**config.mk**
```make
export PLATFORM = sky130hd
export DESIGN_NAME = rs_syndrome_calc
export DESIGN_NICKNAME = d
export VERILOG_FILES = /design/src/rtl/rs_syndrome_calc.sv
export SDC_FILE = /design/constraint.sdc
export NUM_CORES = 1
export LEC_CHECK = 0
export ABC_AREA = 0
export CAP_MARGIN = 25
export CORE_ASPECT_RATIO = 1.25
export CORE_MARGIN = 4
export CORE_UTILIZATION = 31
export CTS_CLUSTER_DIAMETER = 100
export DETAILED_ROUTE_END_ITERATION = 10
export MAX_ROUTING_LAYER = met4
export PLACE_DENSITY_LB_ADDON = 0.12
export SLEW_MARGIN = 15
export SYNTH_ARGS = -nofsm -noshare
export SYNTH_HDL_FRONTEND = slang
export SYNTH_SLANG_ARGS = --single-unit
```
**constraint.sdc**
```tcl
create_clock -name clk -period 7.74 [get_ports clk]
set_input_delay 1.548 -clock clk [delete_from_list [all_inputs] [get_ports clk]]
set_output_delay 1.548 -clock clk [all_outputs]
set_load 0.05 [all_outputs]
```
**src/rtl/rs_syndrome_calc.sv**
```systemverilog
// RS(255,239) syndrome calculator over GF(2^8): Horner accumulation of NSYN syndromes, one symbol per clock.
// Optional macro RS_SYN_ERR_CNT_EN adds a saturating err_frames counter of frames with nonzero syndromes.
module rs_syndrome_calc #(
    parameter int         N         = 255,
    parameter int         NSYN      = 16,
    parameter int         FCR       = 0,
    parameter logic [8:0] PRIM_POLY = 9'h11D
) (
    input  logic                clk,
    input  logic                rst,
    input  logic                sym_valid,
    input  logic                sym_sop,
    input  logic [7:0]          sym_in,
    output logic                syn_valid,
    output logic [NSYN*8-1:0]   syn_out,
    output logic                err_flag,
    output logic                frame_err
`ifdef RS_SYN_ERR_CNT_EN
    ,
    output logic [15:0]         err_frames
`endif
);

    localparam int CW = $clog2(N + 1);

    typedef enum logic [0:0] {IDLE = 1'b0, ACCUM = 1'b1} state_t;

    function automatic logic [7:0] gf_xtime(input logic [7:0] a);
        return {a[6:0], 1'b0} ^ (a[7] ? PRIM_POLY[7:0] : 8'h00);
    endfunction

    function automatic logic [7:0] gf_mul(input logic [7:0] a, input logic [7:0] b);
        logic [7:0] p;
        logic [7:0] t;
        p = 8'h00;
        t = a;
        for (int k = 0; k < 8; k++) begin
            p = p ^ (b[k] ? t : 8'h00);
            t = gf_xtime(t);
        end
        return p;
    endfunction

    function automatic logic [7:0] gf_alpha_pow(input int e);
        logic [7:0] r;
        r = 8'h01;
        for (int k = 0; k < (e % 255); k++) begin
            r = gf_xtime(r);
        end
        return r;
    endfunction

    state_t                 state_q, state_d;
    logic [CW-1:0]          cnt_q, cnt_d;
    logic [NSYN-1:0][7:0]   acc_q, acc_d;
    logic [NSYN-1:0][7:0]   acc_next_s;
    logic [NSYN*8-1:0]      syn_out_q, syn_out_d;
    logic                   syn_valid_q, syn_valid_d;
    logic                   err_flag_q, err_flag_d;
    logic                   frame_err_q, frame_err_d;
    logic                   in_accum_s;
    logic                   last_s;
`ifdef RS_SYN_ERR_CNT_EN
    logic [15:0]            err_frames_q, err_frames_d;
`endif

    // Each root multiplier has a fixed constant, so gf_mul folds to a pure XOR network.
    for (genvar g = 0; g < NSYN; g++) begin : g_root
        localparam logic [7:0] ROOT = gf_alpha_pow(FCR + g);
        assign acc_next_s[g] = gf_mul(acc_q[g], ROOT) ^ sym_in;
    end

    assign in_accum_s = (state_q == ACCUM) && sym_valid;
    assign last_s     = (cnt_q == CW'(N - 1));

    // State register and all flops, synchronous reset.
    always_ff @(posedge clk) begin
        if (rst) begin
            state_q     <= IDLE;
            cnt_q       <= '0;
            acc_q       <= '0;
            syn_out_q   <= '0;
            syn_valid_q <= 1'b0;
            err_flag_q  <= 1'b0;
            frame_err_q <= 1'b0;
`ifdef RS_SYN_ERR_CNT_EN
            err_frames_q <= 16'h0000;
`endif
        end else begin
            state_q     <= state_d;
            cnt_q       <= cnt_d;
            acc_q       <= acc_d;
            syn_out_q   <= syn_out_d;
            syn_valid_q <= syn_valid_d;
            err_flag_q  <= err_flag_d;
            frame_err_q <= frame_err_d;
`ifdef RS_SYN_ERR_CNT_EN
            err_frames_q <= err_frames_d;
`endif
        end
    end

    // Next-state, counter and accumulator update.
    always_comb begin
        state_d = state_q;
        cnt_d   = cnt_q;
        acc_d   = acc_q;
        case (state_q)
            IDLE: begin
                if (sym_valid && sym_sop) begin
                    acc_d   = {NSYN{sym_in}};
                    cnt_d   = CW'(1);
                    state_d = ACCUM;
                end else begin
                    state_d = IDLE;
                end
            end
            ACCUM: begin
                if (sym_valid && sym_sop) begin
                    acc_d   = {NSYN{sym_in}};
                    cnt_d   = CW'(1);
                    state_d = ACCUM;
                end else if (sym_valid) begin
                    acc_d   = acc_next_s;
                    cnt_d   = cnt_q + CW'(1);
                    state_d = last_s ? IDLE : ACCUM;
                end else begin
                    state_d = ACCUM;
                end
            end
            default: begin
                state_d = IDLE;
                cnt_d   = '0;
            end
        endcase
    end

    // Output register next values: pulses default low, result registers hold.
    always_comb begin
        syn_valid_d = 1'b0;
        frame_err_d = 1'b0;
        syn_out_d   = syn_out_q;
        err_flag_d  = err_flag_q;
        if (in_accum_s && sym_sop) begin
            frame_err_d = 1'b1;
        end else if (in_accum_s && last_s) begin
            syn_valid_d = 1'b1;
            syn_out_d   = acc_next_s;
            err_flag_d  = |acc_next_s;
        end else begin
            syn_valid_d = 1'b0;
        end
`ifdef RS_SYN_ERR_CNT_EN
        if (syn_valid_d && err_flag_d && (err_frames_q != 16'hFFFF)) begin
            err_frames_d = err_frames_q + 16'h0001;
        end else begin
            err_frames_d = err_frames_q;
        end
`endif
    end

    assign syn_valid = syn_valid_q;
    assign syn_out   = syn_out_q;
    assign err_flag  = err_flag_q;
    assign frame_err = frame_err_q;
`ifdef RS_SYN_ERR_CNT_EN
    assign err_frames = err_frames_q;
`endif

endmodule

```
==> results of run 1 <==
-- Yosys cell counts, types with 12 or more instances --
| cell type | n | share of area, % |
|---|---|---|
| nor2_1 | 374 | 10 |
| dfxtp_1 | 268 | 39 |
| xnor2_1 | 212 | 14 |
| a21oi_1 | 124 | 4.5 |
| a211oi_1 | 110 | 6.0 |
| clkbuf_1 | 105 | 2.9 |
| nand2_1 | 83 | 2.3 |
| xor2_1 | 76 | 4.9 |
| nor3_1 | 59 | 2.2 |
| o22ai_1 | 34 | 1.6 |
| o21ai_0 | 27 | 0.99 |
| xnor3_1 | 18 | 3.0 |
| nand4_1 | 16 | 0.73 |
| buf_1 | 14 | 0.38 |
| nand3_1 | 13 | 0.48 |
| a22oi_1 | 12 | 0.66 |
| buf_2 | 12 | 0.44 |
-- power breakdown --
group | leakage (nW) | switching [mW] | total [mW] | internal [mW]
clock | 0.555 | 0.632 | 1.63 | 0.995
sequential | 2.18 | 0.0775 | 1.51 | 1.43
combinational | 3.07 | 0.557 | 0.877 | 0.320
-- per-layer routing --
layer  global-route usage [%]  part of all wire, %
met1                     27.8                   46
met2                     33.3                   47
met3                     2.58                  4.6
met4                     5.73                  2.8
met5                        -                    0
-- logic make-up after synthesis --
logic type,Yosys count,share of synthesized area (%)
and+or+nand+nor,594,18.4
buffers and inverters,141,4.12
AOI/OAI and AO/OA,321,14.6
adders and majority gates,2,0.183
muxes,2,0.146
xor gates and xnor gates,319,23.3
DFF,268,39.2
-- metrics by stage --
step,instance area (sq um),cells,setup WS [ns]
2_1_floorplan,13700,1647,3.95
3_5_place_dp,15500,2245,2.53
6_report,16700,2304,3.06
4_1_cts,16600,2302,3.15
3_3_place_gp,15500,2245,2.62
5_1_grt,16700,2304,2.96
-- state kept, by name, summed over array words and instances, names as in the netlist --
signal / cells
syn_out: 128
acc_q: 128
syn_valid: 1
cnt_q: 8
frame_err: 1
state_q: 1
err_flag: 1
-- critical path: stages --
cell and delay, ns:
clkdlybuf4s50_1 1.00, buf_4 0.30, xnor3_1 0.25, xor2_1 0.25, nand4_1 0.14, or4_1 0.56, or4_1 0.60, nor4_1 0.33
a211oi_1 0.12
-- path summary, 6_finish.rpt --
path	from	end	slack, ns	cells after the start
min reg2reg	syn_out[28]$_SDFFE_PP0P_	syn_out[28]$_SDFFE_PP0P_	0.46	2
max reg2reg	acc_q[55]$_SDFFE_PP0P_	err_flag$_SDFFE_PP0P_	4.55	7
min	syn_out[28]$_SDFFE_PP0P_	syn_out[28]$_SDFFE_PP0P_	0.46	2
max	sym_in[3]	err_flag$_SDFFE_PP0P_	3.06	9
-- area by class of cell --
type                    instances  area, sq um  area share, %
diodes                          1         2.50         0.0150
clock buffers                  42          917           5.51
clock inverters                15          223           1.34
inverters                       7         26.3          0.158
multi-input cells            1238         7790           46.8
flip-flops and latches        268         5370           32.2
well taps                     565          707           4.24
repair buffers                168         1630           9.76
==> results.json, run 1 <==
{
  "finalSetupViolCount": 0,
  "wl_um": 50000,
  "path_class": "primary input to register",
  "ys_seq_area_share_pct": 39.2,
  "fin_worst_skew_ns": 0.0154,
  "htree_levels": 1,
  "peakVddDrop_v": 0.000166,
  "grt_pass1_vias": 11300,
  "cts_setup_buffers": 0,
  "synth.avg_cell_area_sq_um": 8.30,
  "core_area_sq_um": 43400,
  "rows": 85,
  "min_period_over_period_pct": 60.5,
  "holdBufCountCts": 0,
  "die-area_sq_um": 47600,
  "whs_ns": 0.456,
  "via_per_inst": 5.12,
  "synth-async-reset-ratio_pct": 0,
  "post-route-min-period_ns": 4.68,
  "worst_setup_path_start_kind": "primary input",
  "syn_nets": 1661,
  "max_freq_ghz": 0.214,
  "cts-root-buf": "clkbuf_16",
  "dr.first_iter.drc_count": 915,
  "slew_violations": 0,
  "relSlewSlack_pct": 28.0,
  "drcViolationCount": 0,
  "final_cell_mix": "nor2_1 (373), dfxtp_1 (268), xnor2_1 (212)",
  "ctsLongestPathBuffers": 3,
  "syn_to_final_growth_pct": 21.8,
  "grt_remaining_overflow": 0,
  "io_pins": 143,
  "netlist_area_sq_um": 13700,
  "crit_path_max_fanout": 10,
  "tns_ns": 0,
  "hold_viol": 0,
  "post-dp-hpwl_um": 34000,
  "clkTransAtPathRegs_ns": 0.06,
  "drive_gt1_share_pct": 6.10,
  "mostFrequentLayoutCell": "nor2_1",
  "vias": 11800,
  "ys_seq_elements": 268,
  "antenna_found_initial": 2,
  "synth_cell_types": 48,
  "port_buffers": 142,
  "die_x_um": 196,
  "firstDrtPassIters": 6,
  "crit_required_ns": 8.17,
  "p_per_area_nw_per_um2": 241,
  "fin_util_pct": 38.4,
  "total_power_mw": 4.01,
  "synth_ff_type": "dfxtp_1",
  "start_util_pct": 31.5,
  "critPathArrivalTime_ns": 5.11,
  "num-fill-cells": 4540,
  "grt_first_pass_wirelength_um": 74700,
  "fp.dieH_um": 243,
  "synth_edf_count": 0,
  "rsz0062_at_grt": "no",
  "run_status": "finished, final reports clean",
  "numCtsBuffers": 31,
  "hold_path.class": "register to register",
  "clock-sinks": 268,
  "nNetsFinal": 1728,
  "gp_congestion": 0.910,
  "ctsResizeCount": 0,
  "worst_pin_slew_ns": 1.08,
  "wl_per_cell_um": 21.7,
  "grtUsageTotal_pct": 20.8,
  "drv_cap": 0,
  "antenna_left": 0,
  "grt_max_degree": 94,
  "cts_tree": "done",
  "cp-end-kind": "register",
  "synthCells": 1647,
  "clk_latency_ns": 0.58,
  "synth-warning-count": 0,
  "p_leak_nw": 5.81
}
(Power assumes the default switching activity.)
==> inputs of run 2 (changes only) <==
==> constraint.sdc (replaced) <==
create_clock -name clk -period 4.05 [get_ports clk]
set_input_delay 0.81 -clock clk [delete_from_list [all_inputs] [get_ports clk]]
set_output_delay 0.81 -clock clk [all_outputs]
set_load 0.05 [all_outputs]
==> results.json, run 2 (same netlist as run 1, synthesis figures left out) <==
{
  "syn_to_final_growth_pct": 25.3,
  "instances_no_fill": 2368,
  "r2r_setup_slack_ns": 0.97,
  "dp_cells": 2315,
  "place_area_sq_um": 16200,
  "cts-root-buf": "clkbuf_16",
  "firstDrtPassIters": 5,
  "core_area_sq_um": 43400,
  "ctsResizeCount": 0,
  "peakVddDrop_v": 0.000345,
  "die_x_um": 196,
  "fp.dieH_um": 243,
  "register_area_sq_um": 5370,
  "hold_path.class": "register to register",
  "port_buffers": 142,
  "worst_setup_path_start_kind": "primary input",
  "hold_path_startpoint": "syn_out[119]$_SDFFE_PP0P_",
  "die-area_sq_um": 47600,
  "critPathArrivalTime_ns": 3.66,
  "antenna_left": 0,
  "drive_gt1_share_pct": 9.10,
  "antenna_found_initial": 0,
  "vias": 12000,
  "grt_pass1_vias": 11800,
  "multi_input_area_sq_um": 7780,
  "max_freq_ghz": 0.311,
  "min_period_over_period_pct": 79.3,
  "stdcell_area_sq_um": 17100,
  "relSlewSlack_pct": 35.7,
  "post-route-min-period_ns": 3.21,
  "crit_path_max_fanout": 4,
  "post-dp-hpwl_um": 37400,
  "worst_pin_slew_ns": 0.957,
  "grtUsageTotal_pct": 22.1,
  "cts_tree": "done",
  "tns_ns": 0,
  "whs_endpoint": "syn_out[119]$_SDFFE_PP0P_",
  "rows": 85,
  "clk_latency_ns": 0.58,
  "mostFrequentLayoutCell": "nor2_1",
  "slew_violations": 0,
  "rr_startpoint": "acc_q[110]$_SDFFE_PP0P_",
  "p_leak_nw": 6.10,
  "grt_max_degree": 109,
  "grt_remaining_overflow": 0,
  "drv_cap": 0,
  "start_util_pct": 31.5,
  "crit_start": "sym_in[6]",
  "io_pins": 143,
  "rsz0062_at_grt": "no",
  "numCtsBuffers": 30,
  "finalSetupViolCount": 0,
  "ctsLongestPathBuffers": 3,
  "dr.first_iter.drc_count": 839,
  "grt_first_pass_wirelength_um": 78800,
  "htree_levels": 1,
  "fin_util_pct": 39.5,
  "holdBufCountCts": 0,
  "fin_worst_skew_ns": 0.0111,
  "gp_congestion": 0.932,
  "run_status": "finished, final reports clean",
  "clkTransAtPathRegs_ns": 0.06,
  "rr_worst_depth": 7,
  "via_per_inst": 5.08,
  "path_class": "primary input to register",
  "whs_path_depth": 2,
  "hold_viol": 0,
  "final_cell_mix": "nor2_1 (373), dfxtp_1 (268), xnor2_1 (212)",
  "whs_ns": 0.453,
  "crit_required_ns": 4.50,
  "num-fill-cells": 4457,
  "insertedDiodeCount": 0,
  "wl_per_cell_um": 22.2,
  "nNetsFinal": 1796,
  "clock-sinks": 268,
  "drcViolationCount": 0,
  "wl_um": 52600,
  "r2r_end": "err_flag$_SDFFE_PP0P_",
  "cp-end-kind": "register",
  "cts_setup_buffers": 0,
  "p_per_area_nw_per_um2": 441
}
-- run 2: cell count changes in the layout (fill, tap and decap cells not counted), sizes merged --
cell	change
buf	+68
diode	-1
inv	-1
clkbuf	+2
clkdlybuf4s50	+1
clkinvlp	-1
bufinv	-4
-- run 2: worst max-delay path by stage --
| stage | endpoint | slack (ns) | depth (start not counted) |
|---|---|---|---|
| 2_1_floorplan | err_flag$_SDFFE_PP0P_ | 1.00 | 8 |
| 3_3_place_gp | err_flag$_SDFFE_PP0P_ | 0.28 | 8 |
| 3_5_place_dp | err_flag$_SDFFE_PP0P_ | 0.28 | 8 |
| 4_1_cts | err_flag$_SDFFE_PP0P_ | 0.87 | 8 |
| 5_1_grt | err_flag$_SDFFE_PP0P_ | 0.67 | 8 |
| 6_report | err_flag$_SDFFE_PP0P_ | 0.84 | 8 |
-- run 2: critical path: stages --
cell and delay, ns:
clkdlybuf4s50_1 0.63, xnor3_1 0.28, xor2_1 0.19, nand4_1 0.15
or4_1 0.61, or4_1 0.59, nor4_1 0.30, a211oi_1 0.11
-- run 2: per-layer routing --
layer	vias up	wire (um)	track usage, %
li1	5841	-	-
met1	5744	23000	28.2
met2	340	24800	35.8
met3	105	2370	2.43
met4	0	2450	8.87
met5	-	0	-
-- run 2: per-stage QoR --
step,worst slack (ns),total power [mW]
finish,0.837,7.57
global route,0.671,7.87
CTS,0.875,7.65
global placement,0.277,4.85
floorplan,1.00,4.04
detailed placement,0.278,4.85
-- run 2: final cells by class --
cell class | count | area share (%)
clock buffer | 44 | 5.28
clock inverter | 9 | 0.460
inverter | 7 | 0.153
multi-input combinational | 1238 | 45.4
sequential | 268 | 31.3
tap | 565 | 4.12
timing repair buffer | 237 | 13.3
-- run 2: where the power goes --
group | internal [mW] | switching, mW
Clock | 1.60 | 1.17
Sequential | 2.74 | 0.154
Combinational | 0.783 | 1.13
==> inputs of run 3 (changes only) <==
==> constraint.sdc (replaced) <==
create_clock -name clk -period 3.3 [get_ports clk]
set_input_delay 0.66 -clock clk [delete_from_list [all_inputs] [get_ports clk]]
set_output_delay 0.66 -clock clk [all_outputs]
set_load 0.05 [all_outputs]
==> results.json, run 3 (same netlist as run 1, synthesis figures left out) <==
{
  "numCtsBuffers": 30,
  "holdBufCountCts": 0,
  "gp_congestion": 0.935,
  "r2r_end": "err_flag$_SDFFE_PP0P_",
  "worst_pin_slew_ns": 0.729,
  "nNetsFinal": 1886,
  "whs_ns": 0.457,
  "start_util_pct": 31.5,
  "drive_gt1_share_pct": 13.6,
  "grt_pass1_vias": 12100,
  "drv_cap": 0,
  "hold_path.class": "register to register",
  "whs_path_depth": 2,
  "run_status": "finished, final reports clean",
  "die_x_um": 196,
  "register_area_sq_um": 5370,
  "via_per_inst": 5.00,
  "slew_violations": 0,
  "cts_setup_buffers": 0,
  "crit_path_max_incr_delay_ns": 0.57,
  "critPathArrivalTime_ns": 3.46,
  "crit_required_ns": 3.74,
  "clock-sinks": 268,
  "place_area_sq_um": 16800,
  "grtUsageTotal_pct": 21.8,
  "htree_levels": 1,
  "wl_per_cell_um": 21.0,
  "peakVddDrop_v": 0.000387,
  "vias": 12300,
  "worst_setup_path_start_kind": "primary input",
  "finalSetupViolCount": 0,
  "grt_max_degree": 87,
  "p_per_area_nw_per_um2": 561,
  "post-route-min-period_ns": 3.02,
  "io_pins": 143,
  "ctsLongestPathBuffers": 3,
  "wl_um": 51800,
  "final_cell_mix": "nor2_1 (373), dfxtp_1 (268), xnor2_1 (212)",
  "hold_path_startpoint": "syn_out[119]$_SDFFE_PP0P_",
  "max_freq_ghz": 0.331,
  "firstDrtPassIters": 4,
  "antenna_found_initial": 1,
  "port_buffers": 142,
  "relSlewSlack_pct": 51.3,
  "grt_remaining_overflow": 0,
  "rsz0062_at_grt": "no",
  "crit_path_max_fanout": 15,
  "post-dp-hpwl_um": 37900,
  "min_period_over_period_pct": 91.4,
  "syn_to_final_growth_pct": 31.2,
  "core_area_sq_um": 43400,
  "cp_cell_sequence": "clkdlybuf4s50_1, buf_4, xnor3_1, xor2_1, nand2_1, or4b_1, or4_1, nor4_1, a211oi_1",
  "cts-root-buf": "clkbuf_16",
  "grt_first_pass_wirelength_um": 78600,
  "antenna_left": 0,
  "clk_latency_ns": 0.58,
  "fin_worst_skew_ns": 0.0137,
  "rr_startpoint": "acc_q[82]$_SDFFE_PP0P_",
  "rr_worst_depth": 7,
  "ctsResizeCount": 0,
  "hold_viol": 0,
  "clkTransAtPathRegs_ns": 0.07,
  "cp-end-kind": "register",
  "num-fill-cells": 4428,
  "rows": 85,
  "multi_input_area_sq_um": 7780,
  "fp.dieH_um": 243,
  "stdcell_area_sq_um": 17900,
  "whs_endpoint": "syn_out[119]$_SDFFE_PP0P_",
  "path_class": "primary input to register",
  "r2r_setup_slack_ns": 0.33,
  "p_leak_nw": 6.60,
  "critPathSlowestCell": "clkdlybuf4s50_1",
  "die-area_sq_um": 47600,
  "mostFrequentLayoutCell": "nor2_1",
  "cts_tree": "done",
  "dr.first_iter.drc_count": 670,
  "drcViolationCount": 0
}
run 3: cell types whose count changed in the layout (fill, tap and decap cells not counted):
cell and change:
buf_4 +91, bufinv_16 +6, clkbuf_8 -2, buf_12 -1, clkbuf_1 -1, clkinv_4 -1
diode_2 +1
run 3: power by group:
part	total (mW)	switching (mW)	internal (mW)
registers	3.54	0.177	3.36
logic	2.72	1.49	1.22
clock network	3.82	1.43	2.39
total	10.1	3.10	6.97
run 3: critical path: cells and delay by family:
| kind | cells | cell delay (ns) |
|---|---|---|
| AOI/OAI and AO/OA | 1 | 0.11 |
| xor gates and xnor gates | 2 | 0.46 |
| buffers and inverters | 2 | 0.90 |
| and+or+nand+nor | 4 | 1.33 |
run 3: layout make-up:
cell class / instances / area share (%)
clock buffers: 41 / 4.87
clock inverters: 14 / 1.39
multi-input cells: 1238 / 43.4
repair buffers: 327 / 16.4
inverters: 7 / 0.146
diodes: 1 / 0.0139
well taps: 565 / 3.94
flip-flops and latches: 268 / 29.9
run 3: how the worst max path moves through the flow:
stage / end / startpoint / depth (start not counted) / slack [ns]
6_report: err_flag$_SDFFE_PP0P_ / sym_in[6] / 9 / 0.28
2_1_floorplan: err_flag$_SDFFE_PP0P_ / sym_in[1] / 8 / 0.40
3_3_place_gp: err_flag$_SDFFE_PP0P_ / sym_in[2] / 9 / -0.27
3_5_place_dp: err_flag$_SDFFE_PP0P_ / sym_in[2] / 9 / -0.26
4_1_cts: err_flag$_SDFFE_PP0P_ / acc_q[82]$_SDFFE_PP0P_ / 7 / 0.34
5_1_grt: err_flag$_SDFFE_PP0P_ / acc_q[76]$_SDFFE_PP0P_ / 7 / 0.20
run 3: metal layers:
layer | wire length, um | vias to the layer above | GRT usage (%)
met5 | 0 | - | -
met3 | 2120 | 70 | 2.47
li1 | - | 6020 | -
met4 | 1290 | 0 | 5.55
met1 | 22900 | 5934 | 27.7
met2 | 25500 | 286 | 37.0
run 3: stage by stage:
stage	instances	setup WS [ns]	util [%]	total power, mW	setup TNS (ns)
after floorplan	1647	0.402	-	4.96	0
after global placement	2405	-0.274	38.8	6.32	-0.274
after detailed placement	2405	-0.261	38.8	6.32	-0.261
after CTS	2460	0.342	41.4	10.2	0
after global routing	2461	0.202	41.4	10.5	0
final	2461	0.283	41.4	10.1	0
